### src/rtl/melody_game_core.sv
// Melody memory game: plays a growing note sequence and checks the echoed keys; all outputs registered, no backpressure.
// Optional MELODY_GAME_TIMEOUT_EN adds a WAIT_KEY timeout of TIMEOUT_TICKS ticks that counts as a miss.
module melody_game_core #(
  parameter int NOTE_W    = 3,
  parameter int MAX_LEN   = 8,
  parameter int TICK_DIV  = 500000,
  parameter int ON_TICKS  = 2,
  parameter int OFF_TICKS = 2
`ifdef MELODY_GAME_TIMEOUT_EN
  , parameter int TIMEOUT_TICKS = 20
`endif
) (
  input  logic                      clk,
  input  logic                      reset,
  input  logic                      seq_we,
  input  logic [MAX_LEN*NOTE_W-1:0] seq_in,
  input  logic                      start,
  input  logic                      key_valid,
  input  logic [NOTE_W:0]           key_code,
  output logic [NOTE_W:0]           tone_out,
  output logic                      playing,
  output logic                      miss,
  output logic                      game_win,
  output logic [4:0]                level,
  output logic [2:0]                state_out
);

  localparam int KW  = NOTE_W + 1;
  localparam int IW  = (MAX_LEN > 1) ? $clog2(MAX_LEN) : 1;
  localparam int TCW = (TICK_DIV > 1) ? $clog2(TICK_DIV) : 1;
  localparam int PW  = 16;

  typedef enum logic [2:0] {
    S_IDLE     = 3'd0,
    S_PLAY_ON  = 3'd1,
    S_PLAY_OFF = 3'd2,
    S_WAIT_KEY = 3'd3,
    S_ECHO     = 3'd4,
    S_WIN      = 3'd5
  } state_t;

  state_t                    state_q, state_nx;
  logic [TCW-1:0]            tick_cnt;
  logic                      tick;
  logic [PW-1:0]             phase_cnt, phase_nx;
  logic [IW-1:0]             idx, idx_nx;
  logic [4:0]                level_nx;
  logic                      loaded, loaded_nx;
  logic [MAX_LEN*NOTE_W-1:0] seq_reg, seq_nx;
  logic [NOTE_W:0]           key_lat, key_nx;
  logic                      match_q, match_nx;
  logic                      miss_nx, win_nx;
  logic [NOTE_W:0]           tone_nx;
  logic                      playing_nx;
  logic                      load_ok;
  logic                      idx_last;
  logic [NOTE_W:0]           expect_tone;

  assign tick        = (tick_cnt == TCW'(TICK_DIV - 1));
  assign idx_last    = (5'(idx) == level - 5'd1);
  assign expect_tone = {1'b0, seq_reg[int'(idx)*NOTE_W +: NOTE_W]} + KW'(1);
  assign state_out   = state_q;

  always_ff @(posedge clk or posedge reset) begin
    if (reset) begin
      state_q   <= S_IDLE;
      tick_cnt  <= '0;
      phase_cnt <= '0;
      idx       <= '0;
      level     <= '0;
      loaded    <= 1'b0;
      seq_reg   <= '0;
      key_lat   <= '0;
      match_q   <= 1'b0;
      tone_out  <= '0;
      playing   <= 1'b0;
      miss      <= 1'b0;
      game_win  <= 1'b0;
    end else begin
      state_q   <= state_nx;
      tick_cnt  <= tick ? '0 : tick_cnt + TCW'(1);
      phase_cnt <= phase_nx;
      idx       <= idx_nx;
      level     <= level_nx;
      loaded    <= loaded_nx;
      seq_reg   <= seq_nx;
      key_lat   <= key_nx;
      match_q   <= match_nx;
      tone_out  <= tone_nx;
      playing   <= playing_nx;
      miss      <= miss_nx;
      game_win  <= win_nx;
    end
  end

  always_comb begin
    state_nx  = state_q;
    idx_nx    = idx;
    level_nx  = level;
    key_nx    = key_lat;
    match_nx  = match_q;
    miss_nx   = 1'b0;
    win_nx    = game_win;
    phase_nx  = tick ? phase_cnt + PW'(1) : phase_cnt;
    load_ok   = (state_q == S_IDLE) || (state_q == S_WIN);
    seq_nx    = (seq_we && load_ok) ? seq_in : seq_reg;
    loaded_nx = loaded | (seq_we & load_ok);

    case (state_q)
      S_IDLE: begin
        if (start && loaded) begin
          level_nx = 5'd1;
          idx_nx   = '0;
          state_nx = S_PLAY_ON;
        end
      end
      S_PLAY_ON: begin
        if (tick && phase_cnt == PW'(ON_TICKS - 1)) state_nx = S_PLAY_OFF;
      end
      S_PLAY_OFF: begin
        if (tick && phase_cnt == PW'(OFF_TICKS - 1)) begin
          if (idx_last) begin
            idx_nx   = '0;
            state_nx = S_WAIT_KEY;
          end else begin
            idx_nx   = idx + IW'(1);
            state_nx = S_PLAY_ON;
          end
        end
      end
      S_WAIT_KEY: begin
        if (key_valid) begin
          key_nx   = key_code;
          match_nx = (key_code == expect_tone);
          state_nx = S_ECHO;
        end
`ifdef MELODY_GAME_TIMEOUT_EN
        else if (tick && phase_cnt == PW'(TIMEOUT_TICKS - 1)) begin
          miss_nx  = 1'b1;
          idx_nx   = '0;
          state_nx = S_PLAY_ON;
        end
`else
        else begin
          state_nx = S_WAIT_KEY;
        end
`endif
      end
      S_ECHO: begin
        // The compare result was captured with the key; it only takes effect once the echo ends.
        if (tick && phase_cnt == PW'(ON_TICKS - 1)) begin
          if (!match_q) begin
            miss_nx  = 1'b1;
            idx_nx   = '0;
            state_nx = S_PLAY_ON;
          end else if (!idx_last) begin
            idx_nx   = idx + IW'(1);
            state_nx = S_WAIT_KEY;
          end else if (level < 5'(MAX_LEN)) begin
            level_nx = level + 5'd1;
            idx_nx   = '0;
            state_nx = S_PLAY_ON;
          end else begin
            win_nx   = 1'b1;
            state_nx = S_WIN;
          end
        end
      end
      S_WIN: begin
        if (start) begin
          win_nx   = 1'b0;
          level_nx = 5'd1;
          idx_nx   = '0;
          state_nx = S_PLAY_ON;
        end
      end
      default: state_nx = S_IDLE;
    endcase

    if (state_nx != state_q) phase_nx = '0;
  end

  // Outputs are decoded from the next-state values so the registered outputs line up with state_q.
  always_comb begin
    tone_nx    = '0;
    playing_nx = 1'b0;
    case (state_nx)
      S_PLAY_ON: begin
        tone_nx    = {1'b0, seq_nx[int'(idx_nx)*NOTE_W +: NOTE_W]} + KW'(1);
        playing_nx = 1'b1;
      end
      S_PLAY_OFF: playing_nx = 1'b1;
      S_ECHO:     tone_nx    = key_nx;
      default:    tone_nx    = '0;
    endcase
  end

endmodule

### config.mk
export PLATFORM = sky130hd
export DESIGN_NAME = melody_game_core
export DESIGN_NICKNAME = d
export VERILOG_FILES = /design/src/rtl/melody_game_core.sv
export SDC_FILE = /design/constraint.sdc
export NUM_CORES = 1
export LEC_CHECK = 0
export BUFFER_PORTS_ARGS = -buffer_cell sky130_fd_sc_hd__buf_2
export CORE_MARGIN = 2
export CORE_UTILIZATION = 55
export CTS_BUF_LIST = sky130_fd_sc_hd__clkbuf_2
export CTS_CLUSTER_DIAMETER = 150
export DETAILED_ROUTE_END_ITERATION = 6
export GPL_TIMING_DRIVEN = 0
export PLACE_DENSITY = 0.8
export SLEW_MARGIN = 20
export SYNTH_ARGS = -nofsm -noshare
export SYNTH_HDL_FRONTEND = slang
export SYNTH_SLANG_ARGS = --single-unit
### constraint.sdc
create_clock -name clk -period 3.7 [get_ports clk]
set_clock_uncertainty 0.15 [all_clocks]
set_input_delay 0 -clock clk [delete_from_list [all_inputs] [get_ports clk]]
set_output_delay 0 -clock clk [all_outputs]
set_load 0.01 [all_outputs]
==> metrics, run 1 <==
Post-synth ARST share=1.00; clock sink count=83; Fin. Hold Viols=0; largest net degree at the start of global routing=51; Final min period=3860 ps; Worst-path clk slew=260 ps; CTS tree=built; layout cells sized above 1=0.306; Area contributors post-synth=dfrtp_1, mux2_2, xor2_1, nor2_1, mux2i_1; Slew @ Worst Pin=907 ps; initial core utilization=0.565; Port Buffers=47; setup violators final=1; Max Fclk=259 MHz; Final WS setup=-162 ps; FILL cells=548; status=finished, violations left; drt wl/cell=18.4 um; I/O pin count=48; drt drc=0; dpl cells=593; Crit Path Class=flip-flop to flip-flop; commonest non-fill, non-tap cell in the layout=dfrtp_1; Total Nets Final=598; total wire length=12.3 mm; Antenna Cells=0; max-slew violation count=0; Startpoint Class=flip-flop; total clock buffers created by CTS=9; die width=95.9 um; relative slew slack=0.390; Core ar.=8220 sq um; Yosys reg bits=83; dominant cell type by area after synthesis=dfrtp_1; DRT iter0 DRCs=270; worst-skew pair later-pin latency=560 ps; PD cells=285 nW/um^2; number of global-route vias before repair=3984; Avg Cell Area, Syn=10.5 sq um; worst endpoint required time=4060 ps; area grow syn2layout=27.4%; Most used DFF post-synth=dfrtp_1; Final ANT Viol Nets=0; Final Cycle Share=1.04; Post-synth EDFFs=0; Total Power=1.69 mW; H-tree Lvls=3; initial antenna violation count=0; die area=9190 sq um; vias per cell=6.00; Syn Std Cell Area=4640 sq um; GR Overflow Total=0; Post-Synthesis Cells=440; Hold Slack=56.1 ps; Max Root-Sink Buffers=2; via count=4000; Crit Path Max Fanout=8; gpl congestion=0.895; DR pass1 iterations=5; number of flip-flops under the largest register name=24; leak pwr=2.82 nW; first-pass GRT wire length=18.9 mm; Syn Nets=481; sequential fraction of the synthesis area=0.448; most frequent cells in the layout=dfrtp_1, buf_2, nor2_1; Die Y=95.9 um; Arr. time, crit path=4230 ps; clk root buf=clkbuf_2; Detailed Place HPWL=7.28 mm; failing checks=negative setup slack; max cap viols=0; GRT Total Usage=0.265; num rows=33; post-synth top area share=0.448; count of unique library cells instantiated by Yosys=63; synth warn=0; Final Non-Filler Cells=667; worst hold path class=primary input to flip-flop; unrepaired setup endpoints after global routing=yes; Setup crit end kind=flip-flop; Max VDD drop=0.000204 V
==> worst paths after layout <==
| path | cells past startpoint | slack [ps] | startpoint | to |
|---|---|---|---|---|
| setup / recovery | 18 | -160 | tick_cnt[1] | tone_out[2] |
| hold / removal | 4 | 60 | seq_in[23] | seq_reg[23] |
| setup reg to reg | 18 | -160 | tick_cnt[1] | tone_out[2] |
| hold reg to reg | 1 | 380 | game_win | game_win |
| max in group asynchronous | 5 | 2370 | reset | tick_cnt[15] |
| min in group asynchronous | 4 | 390 | reset | phase_cnt[5] |
==> metrics by stage <==
step | cell area, sq um | setup TNS, ps | util | setup slack (ps)
after global placement | 5020 | -386 | 0.611 | -283
after detailed placement | 5050 | -601 | 0.615 | -410
final | 5910 | -162 | 0.720 | -162
after CTS | 5870 | -2.36 | 0.715 | -2.36
after floorplan | 4660 | 0 | - | 19.9
after global routing | 5910 | -285 | 0.720 | -285
==> per-layer routing <==
layer	routed length, um	track usage
met4	501	0.118
met1	4810	0.351
met3	817	0.0486
met5	0	0
met2	6130	0.427
==> cells by family (layout without fill, tap and decap cells) <==
group | Yosys count | in the layout | share of synthesized area
AOI/OAI and AO/OA | 50 | 50 | 0.0793
xor gates and xnor gates | 39 | 39 | 0.0768
adders and majority gates | 8 | 8 | 0.0216
buffers and inverters | 41 | 163 | 0.0418
DFF | 83 | 83 | 0.448
muxes | 53 | 53 | 0.140
and+or+nand+nor | 166 | 166 | 0.193
==> synth_stat cells, types with 2 or more instances <==
cell type  count
dfrtp_1       83
nor2_1        48
mux2_2        30
nand2_1       28
xor2_1        23
nand3_1       20
inv_1         19
mux2i_1       16
xnor2_1       15
a21oi_1       12
nor4_1        10
o21ai_0       10
clkbuf_1       8
ha_1           8
nand2b_1       8
and3_1         7
buf_2          7
nand4_1        7
mux4_2         6
and2_1         5
and4_1         5
nor3_1         5
buf_6          4
nor2b_1        4
o31ai_1        4
or3_1          3
a211o_1        2
a21o_1         2
a32o_1         2
a41oi_1        2
nand4b_1       2
nor3_2         2
o211ai_1       2
or3_2          2
==> where the power goes <==
part	switching [mW]	leakage [nW]	internal [mW]
Combinational	0.128	1.68	0.146
Sequential	0.0243	1.08	0.948
Clock	0.349	0.0587	0.0918
Total	0.501	2.82	1.19
==> repair_timing <==
item,4_1_cts,5_1_grt
hold buffers,41,0
gates resized for setup,35,11
setup endpoints to repair,2,2
endpoints found under the hold margin,121,0
pin swaps,12,5
setup buffers,17,0
==> critical path: stages, from the launching register on <==
cell	delay (ps)
dfrtp_1	420
ha_2	180
and4_1	220
buf_6	150
nand4_4	130
or3_4	370
buf_6	140
o41ai_4	230
a221oi_2	130
buf_6	180
mux2i_1	110
mux2_4	270
mux2_4	300
inv_2	80
ha_4	140
inv_2	40
nor4_2	280
mux2i_1	140
nand3_1	130
==> area by class of cell <==
cell class | count | area [sq um] | share of cell area
buffer | 20 | 136 | 0.0231
timing repair buffer | 106 | 805 | 0.136
clock buffer | 9 | 45.0 | 0.00762
sequential | 83 | 2080 | 0.351
tap | 105 | 131 | 0.0222
inverter | 21 | 83.8 | 0.0142
multi-input combinational | 316 | 2580 | 0.437
clock inverter | 7 | 51.3 | 0.00867
No activity file was read; power rests on OpenSTA's default activity.
==> run 2, diff against run 1 <==
--- a/config.mk
+++ b/config.mk
@@ -12,7 +12,7 @@
 export CTS_CLUSTER_DIAMETER = 150
 export DETAILED_ROUTE_END_ITERATION = 6
 export GPL_TIMING_DRIVEN = 0
-export PLACE_DENSITY = 0.8
+export PLACE_DENSITY = 0.78
 export SLEW_MARGIN = 20
 export SYNTH_ARGS = -nofsm -noshare
 export SYNTH_HDL_FRONTEND = slang
==> run 2 against run 1 <==
The flow still finishes with violations (negative setup slack). Count of clock-buffer cells in the layout unchanged. Utilization up 0.21 points. Combinational power about the same. First-iteration DRC count down 2.2%. Worst hold slack better by 16 ps.
==> metrics, run 2 (synthesized netlist as in run 1, its figures left out) <==
vias per cell=5.88 (-2.0%); layout cells sized above 1=0.307 (+0.000828); Final Cycle Share=1.04 (-0.00815); worst-skew pair later-pin latency=540 ps (-20 ps); capturing point of the worst reg2reg path=tone_out[2]; Max VDD drop=0.000238 V (+17%); FF+latch area=2080 sq um (+0.12%); initial antenna violation count=0 (unchanged); Worst R2R Start=level[0]; area post-placement=5050 sq um (unchanged); leak pwr=2.81 nW (-0.30%); via count=3950 (-1.3%); H-tree Lvls=3 (unchanged); total wire length=11.5 mm (-5.9%); Setup crit end kind=flip-flop; worst reg-to-reg path cell count=18 (unchanged); number of flip-flops under the largest register name=24 (unchanged); final instance area=5930 sq um (+0.30%); first-pass GRT wire length=18.7 mm (-0.95%); GR Overflow Total=0 (unchanged); Arr. time, crit path=4190 ps (-40 ps); Port Buffers=47 (unchanged); initial core utilization=0.565 (unchanged); Die Y=95.9 um (unchanged); unrepaired setup endpoints after global routing=yes; max-slew violation count=0 (unchanged); number of global-route vias before repair=3927 (-1.4%); largest net degree at the start of global routing=51 (unchanged); worst endpoint required time=4050 ps (about the same); clock sink count=83 (unchanged); worst hold path class=primary input to flip-flop; Total Nets Final=603 (+0.84%); failing checks=negative setup slack; commonest non-fill, non-tap cell in the layout=dfrtp_1; die width=95.9 um (unchanged); Max Fclk=261 MHz (+0.79%); worst hold stages=3 (-1); relative slew slack=0.376 (-0.0135); setup violators final=1 (unchanged); PD cells=285 nW/um^2 (about the same); setup slack, reg-to-reg=-130 ps (+30 ps); Final min period=3830 ps (-30.2 ps); Max Root-Sink Buffers=2 (unchanged); gpl congestion=0.924 (+3.3%); drt drc=0 (unchanged); Crit Path Max Fanout=8 (unchanged); I/O pin count=48 (unchanged); most frequent cells in the layout=dfrtp_1, buf_2, nor2_1; Worst-path clk slew=260 ps (about the same); Final WS setup=-132 ps (+30.2 ps); Antenna Cells=0 (unchanged); Core ar.=8220 sq um (unchanged); drt wl/cell=17.2 um (-6.6%); max cap viols=0 (unchanged); DRT iter0 DRCs=264 (-2.2%); Startpoint Class=flip-flop; sink of the worst hold path=seq_reg[22]; Total Power=1.69 mW (+0.21%); area of the multi-input gates=2560 sq um (-1.0%); setup TNS=-132 ps (+30.2 ps); total clock buffers created by CTS=9 (unchanged); Crit Path Class=flip-flop to flip-flop; GRT Total Usage=0.262 (-0.00309); min-delay src=seq_in[22]; Detailed Place HPWL=7.28 mm (-0.12%); clk root buf=clkbuf_2; area grow syn2layout=27.8%; CTS tree=built; FILL cells=550 (+0.36%); DR pass1 iterations=5 (unchanged); die area=9190 sq um (unchanged); Final ANT Viol Nets=0 (unchanged); Fin. Hold Viols=0 (unchanged); Slew @ Worst Pin=927 ps (+20.1 ps); status=finished, violations left; num rows=33 (unchanged)
## run 2: critical path, cell delays in order (launching register included)
cell	delay [ps]
dfrtp_1	450
buf_6	130
inv_2	70
ha_4	130
xor3_1	250
o32a_4	240
nor3_4	250
o41ai_4	100
a221oi_2	330
buf_6	210
mux2i_1	220
mux2_2	170
mux2_4	180
inv_4	40
ha_4	150
buf_4	130
nor4_1	340
mux2i_1	150
nand3_1	100
## run 2: metrics by stage
step / setup WS [ps] / util / hold slack [ps] / std cells
after global routing: -288 / 0.722 / 31.6 / 672
after global placement: -279 / 0.611 / 101 / 592
after floorplan: 19.9 / - / -17.3 / 440
after CTS: -20.7 / 0.712 / 43.1 / 668
after detailed placement: -444 / 0.615 / -104 / 593
final: -132 / 0.722 / 71.8 / 672
## run 2: timing repair
item | in CTS | in global routing
hold endpoints to repair | 122 | 0
endpoints found under the setup margin | 2 | 4
gates resized for setup | 28 | 11
hold buffers | 41 | 0
pin swaps | 15 | 11
buffers inserted | 18 | 4
## run 2: routing by layer
metal  global-route usage  part of all wire  routed length (um)  vias to the layer above
li1                     -                 -                   -                     1806
met1                0.342              0.41                4770                     1941
met2                0.432              0.49                5700                      164
met3               0.0540             0.064                 741                       39
met4               0.0976             0.028                 318                        0
met5                    0                 0                   0                        -
## run 2: worst max-delay path by stage
stage	startpoint	end	slack [ps]	cells after the start
2_1_floorplan	tick_cnt[0]	tone_out[2]	20	18
3_3_place_gp	tick_cnt[0]	tone_out[2]	-280	18
3_5_place_dp	tick_cnt[0]	tone_out[2]	-440	18
4_1_cts	level[0]	tone_out[2]	-20	18
5_1_grt	tick_cnt[5]	tone_out[2]	-290	15
6_report	level[0]	tone_out[2]	-130	18
## run 2: report_power, final
part           internal (mW)  switching (mW)
Clock                  0.101           0.350
Sequential             0.948          0.0192
Combinational          0.147           0.125
Total                   1.20           0.495
## run 2: final cells by class
class,count,share of cell area
plain buffers,20,0.0226
clock buffers,9,0.00759
clock inverters,7,0.0103
inverters,21,0.0141
multi-input cells,316,0.431
flip-flops and latches,83,0.351
well taps,105,0.0221
repair buffers,111,0.141
==> run 3, diff against run 2 <==
--- a/config.mk
+++ b/config.mk
@@ -5,14 +5,15 @@
 export SDC_FILE = /design/constraint.sdc
 export NUM_CORES = 1
 export LEC_CHECK = 0
-export BUFFER_PORTS_ARGS = -buffer_cell sky130_fd_sc_hd__buf_2
 export CORE_MARGIN = 2
-export CORE_UTILIZATION = 55
+export CORE_UTILIZATION = 60
 export CTS_BUF_LIST = sky130_fd_sc_hd__clkbuf_2
 export CTS_CLUSTER_DIAMETER = 150
 export DETAILED_ROUTE_END_ITERATION = 6
+export DONT_BUFFER_PORTS = 1
 export GPL_TIMING_DRIVEN = 0
-export PLACE_DENSITY = 0.78
+export MAX_ROUTING_LAYER = met4
+export PLACE_DENSITY = 0.79
 export SLEW_MARGIN = 20
 export SYNTH_ARGS = -nofsm -noshare
 export SYNTH_HDL_FRONTEND = slang
==> run 3 against run 2 <==
The run still ends with negative setup slack left. Sequential cell count unchanged. Non-clock buffer count fell by 19. Wire length is 24% higher. Sequential share of layout area fell by 0.77 points. Via count increased by 5.3%. Critical endpoint unchanged. Register-to-register slack got worse by 110 ps.
==> metrics, run 3 (synthesized netlist as in run 1, its figures left out) <==
Setup crit end kind=flip-flop; Final Non-Filler Cells=650 (-3.3%); setup TNS=-300 ps (-168 ps); worst endpoint required time=4060 ps (about the same); area grow syn2layout=30.7%; status=finished, violations left; via count=4160 (+5.3%); I/O pin count=48 (unchanged); Total Nets Final=584 (-3.2%); Final Cycle Share=1.06 (+0.0291); die area=8450 sq um (-8.0%); commonest non-fill, non-tap cell in the layout=dfrtp_1; Slew @ Worst Pin=744 ps (-183 ps); clk root buf=clkbuf_2; Psw=518 uW (+4.6%); Total Power=1.86 mW (+10%); dpl cells=543 (-8.4%); Core ar.=7610 sq um (-7.4%); max-slew violation count=0 (unchanged); Final min period=3940 ps (+108 ps); worst-skew pair later-pin latency=600 ps (+60 ps); num rows=32 (-3.0%); PD cells=307 nW/um^2 (+7.7%); power share of the combinational group=0.168 (+0.007); Detailed Place HPWL=7.06 mm (-2.9%); failing checks=negative setup slack; die width=91.9 um (-4.1%); H-tree Lvls=3 (unchanged); layout cells sized above 1=0.255 (-0.0514); Max Root-Sink Buffers=2 (unchanged); Arr. time, crit path=4300 ps (+110 ps); total wire length=14.2 mm (+24%); Final ANT Viol Nets=0 (unchanged); sequential share of power=0.530 (-0.042); worst hold path class=primary input to flip-flop; Antenna Cells=0 (unchanged); drt wl/cell=21.9 um (+28%); Final WS setup=-240 ps (-108 ps); initial core utilization=0.610 (+0.0452); most frequent cells in the layout=dfrtp_1, dlygate4sd3_1, nor2_1; Worst-path clk slew=230 ps (-30 ps); GRT Total Usage=0.340 (+0.0776); DR pass1 iterations=7 (+2); number of flip-flops under the largest register name=24 (unchanged); unrepaired setup endpoints after global routing=yes; Max Fclk=254 MHz (-2.7%); DRT iter0 DRCs=305 (+16%); Fin. Hold Viols=0 (unchanged); Switching Fraction=0.278 (-0.0146); vias per cell=6.40 (+8.9%); total clock buffers created by CTS=9 (unchanged); dpl ws=-417 ps (+27.3 ps); Port Buffers=0 (-100%); Crit Path Class=flip-flop to flip-flop; clock share of power=0.302 (+0.035); setup violators final=3 (+2); largest net degree at the start of global routing=49 (-3.9%); FILL cells=407 (-26%); relative slew slack=0.500 (+0.124); number of global-route vias before repair=4330 (+10%); Die Y=91.9 um (-4.1%); Cell Int Power=1.34 mW (+12%); Crit Path Max Fanout=8 (unchanged); CTS tree=built; Max VDD drop=0.000192 V (-19%); first-pass GRT wire length=21.7 mm (+16%); gpl congestion=0.869 (-6.0%); max cap viols=0 (unchanged); drt drc=0 (unchanged); leak pwr=2.79 nW (-0.58%); initial antenna violation count=0 (unchanged); Hold Slack=105 ps (+33.0 ps); clock sink count=83 (unchanged); Startpoint Class=flip-flop; GR Overflow Total=0 (unchanged)
==> run 3: cell types whose count changed in the layout (fill, tap and decap cells not counted), sizes merged <==
cell	before	now
inv	23	21
buf	81	42
clkinv	3	2
clkbuf	18	19
bufinv	0	2
dlygate4sd3	41	61
==> run 3: worst paths after layout <==
kind | from | end | slack [ps] | depth (start not counted)
max in group asynchronous | reset | tick_cnt[13] | 2810 | 4
min in group asynchronous | reset | loaded | 320 | 4
worst min register to register | tick_cnt[4] | tick_cnt[4] | 360 | 1
worst max register to register | level[1] | tone_out[2] | -240 | 17
worst max-delay path | level[1] | tone_out[2] | -240 | 17
worst min-delay path | key_code[1] | key_lat[1] | 100 | 2
==> run 3: repair_timing <==
| item | CTS | global route |
|---|---|---|
| pin swaps | 18 | 14 |
| setup buffers | 20 | 11 |
| endpoints found under the hold margin | 126 | 0 |
| hold buffers | 62 | 0 |
| gates resized for setup | 36 | 12 |
| endpoints found under the setup margin | 2 | 3 |
==> run 3: power by group through the flow <==
stage | clock (mW) | combinational, mW | sequential, mW
2_1_floorplan | 0 | 0.135 | 0.982
3_3_place_gp | 0 | 0.156 | 0.987
3_5_place_dp | 0 | 0.166 | 0.989
4_1_cts | 0.558 | 0.275 | 0.974
5_1_grt | 0.608 | 0.330 | 0.988
6_report | 0.563 | 0.313 | 0.986
==> run 3: worst max-delay path, cell delays in order (launching register included) <==
cell	delay, ps
dfrtp_2	510
inv_1	120
ha_4	180
xor3_1	360
o32a_4	230
nor3_4	290
o41ai_4	90
a221oi_2	330
buf_6	210
mux2i_2	250
mux2_2	190
mux2_4	160
inv_2	40
ha_4	160
buf_6	120
nor4_4	260
mux2i_1	110
nand3_1	110
==> run 3: routing by layer <==
metal / GRT usage / share of wire
met1: 0.377 / 0.36
met2: 0.572 / 0.49
met3: 0.0723 / 0.070
met4: 0.189 / 0.076
met5: - / 0
==> run 3: metrics by stage <==
stage          area, sq um   util
6_report              6060  0.797
5_1_grt               6060  0.797
4_1_cts               5930  0.779
3_5_place_dp          4810  0.633
3_3_place_gp          4780  0.629
2_1_floorplan         4660      -
==> run 3: final cells by class <==
cell class	count	area (sq um)	area share
timing repair buffer	93	887	0.146
clock buffer	10	50.0	0.00825
tap	102	128	0.0210
buffer	19	124	0.0204
clock inverter	6	88.8	0.0146
multi-input combinational	316	2630	0.433
sequential	83	2080	0.343
inverter	21	81.3	0.0134
